`config.mk`:
```
export PLATFORM = sky130hd
export DESIGN_NAME = pwm_multichannel_ctrl
export DESIGN_NICKNAME = d
export VERILOG_FILES = /design/src/rtl/pwm_pkg.sv /design/src/rtl/pwm_timebase.sv /design/src/rtl/pwm_multichannel_ctrl.sv
export SDC_FILE = /design/constraint.sdc
export NUM_CORES = 1
export LEC_CHECK = 0
export CAP_MARGIN = 40
export CORE_ASPECT_RATIO = 0.5
export CORE_MARGIN = 2
export CORE_UTILIZATION = 50
export DETAILED_ROUTE_END_ITERATION = 12
export GPL_TIMING_DRIVEN = 0
export PLACE_DENSITY = 0.73
export REMOVE_ABC_BUFFERS = 1
export SYNTH_ARGS = -nofsm -noshare
export SYNTH_HDL_FRONTEND = slang
export SYNTH_HIERARCHICAL = 1
export SYNTH_SLANG_ARGS = --single-unit
```
`constraint.sdc`:
```
create_clock -name clk -period 8.2 [get_ports clk]
set_input_delay 1.23 -clock clk [delete_from_list [all_inputs] [get_ports clk]]
set_output_delay 1.23 -clock clk [all_outputs]
set_load 0.01 [all_outputs]
```
`src/rtl/pwm_pkg.sv`:
```
// pwm_pkg: config address map and mode/direction encodings shared by the PWM controller
package pwm_pkg;
  localparam int ADDR_PERIOD = 0;
  localparam int ADDR_PRESC = 1;
  localparam int ADDR_DUTY0 = 2;
  typedef enum logic {MODE_EDGE = 1'b0, MODE_CENTER = 1'b1} mode_e;
  typedef enum logic {DIR_UP = 1'b0, DIR_DOWN = 1'b1} dir_e;
endpackage

```
`src/rtl/pwm_timebase.sv`:
```
// pwm_timebase: prescaled up or up/down counter with a period_complete pulse on return to 0
module pwm_timebase import pwm_pkg::*; #(
  parameter int CNT_W = 16,
  parameter int PRESC_W = 8
) (
  input  logic               clk,
  input  logic               reset,
  input  logic               enable,
  input  logic               restart,
  input  mode_e              mode,
  input  logic [CNT_W-1:0]   period,
  input  logic [PRESC_W-1:0] presc,
  output logic [CNT_W-1:0]   count,
  output logic               period_complete
);
  logic [PRESC_W-1:0] presc_cnt_q, presc_cnt_d;
  logic [CNT_W-1:0] cnt_q, cnt_d;
  dir_e dir_q, dir_d;
  logic pc_q, pc_d, tick;
  // >= rather than == so a smaller prescaler loaded mid-count cannot stall for a full wrap
  assign tick = enable & (presc_cnt_q >= presc);
  always_comb begin
    presc_cnt_d = presc_cnt_q;
    cnt_d = cnt_q;
    dir_d = dir_q;
    pc_d = 1'b0;
    if (enable) presc_cnt_d = tick ? '0 : presc_cnt_q + 1'b1;
    if (tick) begin
      if (period == '0 || (mode == MODE_EDGE && cnt_q >= period)) begin
        cnt_d = '0;
        dir_d = DIR_UP;
        pc_d = 1'b1;
      end else if (mode == MODE_EDGE || dir_q == DIR_UP) begin
        cnt_d = cnt_q + 1'b1;
        dir_d = (mode == MODE_CENTER && cnt_q == period - 1'b1) ? DIR_DOWN : DIR_UP;
      end else begin
        cnt_d = cnt_q - 1'b1;
        dir_d = (cnt_q == CNT_W'(1)) ? DIR_UP : DIR_DOWN;
        pc_d = cnt_q == CNT_W'(1);
      end
    end
    if (restart) begin
      cnt_d = '0;
      dir_d = DIR_UP;
      presc_cnt_d = '0;
      pc_d = 1'b0;
    end
  end
  always_ff @(posedge clk or posedge reset)
    if (reset) begin
      presc_cnt_q <= '0;
      cnt_q <= '0;
      dir_q <= DIR_UP;
      pc_q <= 1'b0;
    end else begin
      presc_cnt_q <= presc_cnt_d;
      cnt_q <= cnt_d;
      dir_q <= dir_d;
      pc_q <= pc_d;
    end
  assign count = cnt_q;
  assign period_complete = pc_q;
endmodule

```
`src/rtl/pwm_multichannel_ctrl.sv`:
```
// pwm_multichannel_ctrl: N-channel PWM with shadow-buffered config committed at period boundaries
module pwm_multichannel_ctrl import pwm_pkg::*; #(
  parameter int NUM_CH = 4,
  parameter int CNT_W = 16,
  parameter int PRESC_W = 8,
  parameter int ADDR_W = $clog2(NUM_CH + 2)
) (
  input  logic              clk,
  input  logic              reset,
  input  logic              timer_enable,
  input  logic              center_mode,
  input  logic [NUM_CH-1:0] ch_enable,
  input  logic [NUM_CH-1:0] ch_polarity,
  input  logic              cfg_we,
  input  logic [ADDR_W-1:0] cfg_addr,
  input  logic [CNT_W-1:0]  cfg_wdata,
  input  logic              cfg_commit,
  output logic              cfg_busy,
  output logic              update_done,
  output logic [NUM_CH-1:0] pwm_out,
  output logic              period_complete,
  output logic [CNT_W-1:0]  counter_val
);
  logic [CNT_W-1:0] period_q, period_d, period_sh_q, period_sh_d;
  logic [PRESC_W-1:0] presc_q, presc_d, presc_sh_q, presc_sh_d;
  logic [NUM_CH-1:0][CNT_W-1:0] duty_q, duty_d, duty_sh_q, duty_sh_d;
  mode_e mode_q, mode_d, new_mode;
  logic pending_q, pending_d;
  logic [NUM_CH-1:0] pwm_q, pwm_d, raw;
  logic load, restart;
  assign new_mode = mode_e'(center_mode);
  assign load = pending_q & (~timer_enable | period_complete);
  assign restart = load & (new_mode != mode_q || period_sh_q != period_q);
  pwm_timebase #(.CNT_W(CNT_W), .PRESC_W(PRESC_W)) u_tb (
    .clk(clk),
    .reset(reset),
    .enable(timer_enable),
    .restart(restart),
    .mode(mode_q),
    .period(period_q),
    .presc(presc_q),
    .count(counter_val),
    .period_complete(period_complete)
  );
  for (genvar k = 0; k < NUM_CH; k++) begin : g_cmp
    assign raw[k] = counter_val < duty_q[k];
  end
  // active registers copy the shadow as it stood before any same-cycle write
  always_comb begin
    period_sh_d = period_sh_q;
    presc_sh_d = presc_sh_q;
    duty_sh_d = duty_sh_q;
    if (cfg_we && cfg_addr == ADDR_W'(ADDR_PERIOD)) period_sh_d = cfg_wdata;
    if (cfg_we && cfg_addr == ADDR_W'(ADDR_PRESC)) presc_sh_d = cfg_wdata[PRESC_W-1:0];
    for (int i = 0; i < NUM_CH; i++)
      if (cfg_we && cfg_addr == ADDR_W'(ADDR_DUTY0 + i)) duty_sh_d[i] = cfg_wdata;
    period_d = load ? period_sh_q : period_q;
    presc_d = load ? presc_sh_q : presc_q;
    duty_d = load ? duty_sh_q : duty_q;
    mode_d = load ? new_mode : mode_q;
    pending_d = ~load & (pending_q | cfg_commit);
    for (int i = 0; i < NUM_CH; i++)
      pwm_d[i] = ch_enable[i] ? raw[i] ^ ch_polarity[i] : ch_polarity[i];
  end
  always_ff @(posedge clk or posedge reset)
    if (reset) begin
      period_q <= '1;
      period_sh_q <= '1;
      presc_q <= '0;
      presc_sh_q <= '0;
      duty_q <= '0;
      duty_sh_q <= '0;
      mode_q <= MODE_EDGE;
      pending_q <= 1'b0;
      pwm_q <= '0;
    end else begin
      period_q <= period_d;
      period_sh_q <= period_sh_d;
      presc_q <= presc_d;
      presc_sh_q <= presc_sh_d;
      duty_q <= duty_d;
      duty_sh_q <= duty_sh_d;
      mode_q <= mode_d;
      pending_q <= pending_d;
      pwm_q <= pwm_d;
    end
  assign cfg_busy = pending_q;
  assign update_done = load;
  assign pwm_out = pwm_q;
endmodule
```
==> results.toml, run 1 <==
[outcome]
status = "finished, final reports clean"

[logic_synthesis]
yosysTopAreaCell = "dfrtp_1"
synth_ff_type = "dfrtp_1"
synth_cells = 1090
avgSynthCellArea_um2 = 10.2
synth_seq_cells = 208
yosysSeqAreaShare_pct = 47.1
synth.area.top_cells = "dfrtp_1 40%, ha_1 10%, mux2_2 8.9%"
ys_types = 69
yosys.area.top_type_share_pct = 39.6
yosys_warnings = 6
yosys.cell_count.top_type = "nand2_1"
synth_edf_count = 0
netlist_area_um2 = 11100
synthTopCellsByCount = "184 x nand2_1, 176 x dfrtp_1, 94 x inv_1"
async_reset_ff_share_pct = 100

[cells_and_area]
stdcell_count = 1447
multi_input_comb_area_um2 = 5330
num_antenna_cells = 0
nNetsFinal = 1257
final.fill_count = 1778
drive_gt1_share_pct = 15.6
seqCellArea_um2 = 5250
syn_to_final_growth_pct = 13.8

[placed_design]
gp_congestion = 0.899
place_hpwl_um = 17900
dp_cells = 1412
io_buffers = 55

[pwr]
power_density_nw_per_um2 = 258
p_leak_nw = 5.76
ir_drop_mv = 0.139
power_w = 0.00327

[route]
avgRoutedWirePerCell_um = 17.8
vias = 7974
wl_um = 25800
route.detailed.drc = 0
routed_via_density = 5.51
drtIter0Drc = 683
drt.antenna.violating_nets = 0
firstDrtPassIters = 5

[job]
cap_violations = 0

[clocking]
clkSinkCount = 208
htreeDepth = 1
root_buffer = "clkbuf_16"
clk_pin_slew_worst_paths_ps = 60
ctsResizeCount = 0
postCtsSetupBuffers = 0
cts_tree = "done"
cts_buffer_depth = 3
cts_hold_buf = 0
insertion_delay_ps = 500
cts_buffers = 20

[die]
die_area_um2 = 23500
io_pins = 56
start_util_pct = 51.2
die_w_um = 215
rows = 38
core_um2 = 21700
die_h_um = 109

[timing]
hold_viol_final = 0
rsz0062_at_grt = "no"
drv_slew = 0
max_clock_freq_ghz = 0.212
fin_crit_sh_pct = 57.6
min_period_ps = 4720
setup_viol = 0
worst_slew_pin_slew_ps = 908
skew_ps = 15.2
hold_ws_ps = 463
relSlewSlack_pct = 39.0

[grt]
grtUsageTotal_pct = 22.5
antenna_found_initial = 0
grt_max_degree = 118
grt_pass1_vias = 7961
grt_pass1_wl_um = 41700
gr-total-overflow = 0

[worst_setup_path]
end_kind = "primary output"
crit_arrival_ps = 3490
cp-start-kind = "primary input"
cp_max_fo = 52
reg2reg_from = "period_q[11]"
reg2regPathDepth = 11
ff2ff_setup_slack_ps = 5240
crit_type = "primary input to primary output"
worst_ep_required_time_ps = 6970
worst_r2r_endpoint = "u_tb/count[7]"

[hold_path]
hold_path_class = "flip-flop to flip-flop"
hold_end = "presc_q[0]"
holdCritStartpoint = "presc_sh_q[0]"
whs_path_depth = 2
state kept, by name, summed over array words and instances, names as in the netlist:
signal	flops
cfg_busy	1
u_tb/presc_cnt_q	8
presc_sh_q	8
u_tb/count	16
presc_q	8
period_sh_q	16
mode_q	1
u_tb/dir_q	1
pwm_out	4
u_tb/period_complete	1
duty_q	64
period_q	16
duty_sh_q	64
cells by family (layout without fill, tap and decap cells):
kind of cell             count (synthesis)  count (layout)  synth area share, %
buffers and inverters                  136             193                 5.04
adder cells (fa/ha/maj)                 90              90                 10.1
multiplexers                            89              89                 9.00
AO/OA/AOI/OAI                          173             173                 9.58
AND/OR/NAND/NOR                        333             333                 14.3
XOR/XNOR                                61              61                 4.80
flip-flops                             208             208                 47.1
cell type report:
cell class                 instances  share of cell area, %
clock buffer                      32                   5.10
clock inverter                     3                  0.227
inverter                          96                   2.92
multi-input combinational        746                   42.1
sequential                       208                   41.4
tap                              300                   2.96
timing repair buffer              62                   5.28
cell usage in the layout (no fill, tap or decap), types with 7 or more instances in the layout:
cell,Yosys,final
clkdlybuf4s50_1,0,55
clkbuf_8,0,10
mux2_2,88,88
nand3_1,19,19
nor2_1,43,43
ha_1,90,90
nand4_1,17,17
o21ai_0,79,79
a21o_1,7,7
nand2_1,184,184
a21oi_1,30,30
xnor2_1,32,32
dfstp_2,32,32
nand2b_1,16,16
xor2_1,29,29
nor3_1,13,13
dfrtp_1,176,176
inv_1,94,92
clkbuf_16,0,20
o21a_1,11,11
layer usage:
metal  vias up  global-route usage (%)  part of all wire (%)
met5         -                       0                     0
met4         0                    5.85                   1.9
met3        40                    3.26                   4.6
met2       192                    39.0                    48
met1      3940                    30.2                    46
li1       3802                       -                     -
power by group:
part           leakage [nW]  internal [W]  switching, W
combinational          2.88      0.000390      0.000474
sequential             2.55       0.00130      0.000171
clock                 0.332      0.000541      0.000395
worst max-delay path by stage:
| stage | slack, ps | depth (start not counted) | from | to |
|---|---|---|---|---|
| floorplan | 2080 | 1 | reset | cfg_busy |
| global placement | -560 | 5 | timer_enable | update_done |
| detailed placement | 3470 | 6 | timer_enable | update_done |
| CTS | 3460 | 6 | timer_enable | update_done |
| global route | 3340 | 6 | timer_enable | update_done |
| finish | 3480 | 6 | timer_enable | update_done |
worst max-delay path: stages:
cell and delay (ps):
clkdlybuf4s50_1 610, inv_1 90, o21ai_2 520, buf_8 260, inv_4 210, clkdlybuf4s50_1 550
through the flow:
stage               TNS [ps]  utilization, %  setup WS (ps)  instance area (um^2)
finish                     0            58.3           3480                 12700
global route               0            58.3           3340                 12700
CTS                        0            58.3           3460                 12700
detailed placement         0            55.2           3470                 12000
global placement       -9270            54.5           -560                 11900
floorplan                  0               -           2080                 10900
Note: power is estimated with default switching activity, not from simulation.
==> run 2: changes to the inputs <==
clock period = 4.45 ns   (was 8.2 ns; I/O delays follow)
==> results of run 2 <==
Same layout as run 1 (identical final DEF). Status: finished, final reports clean.
Main changes from that run: setup slack after placement 3470 ps -> 843 ps; setup slack after layout 3480 ps -> 853 ps; register-to-register setup slack 5240 ps -> 1490 ps; total power 0.00327 W -> 0.00603 W; worst IR drop on VDD 0.139 mV -> 0.257 mV
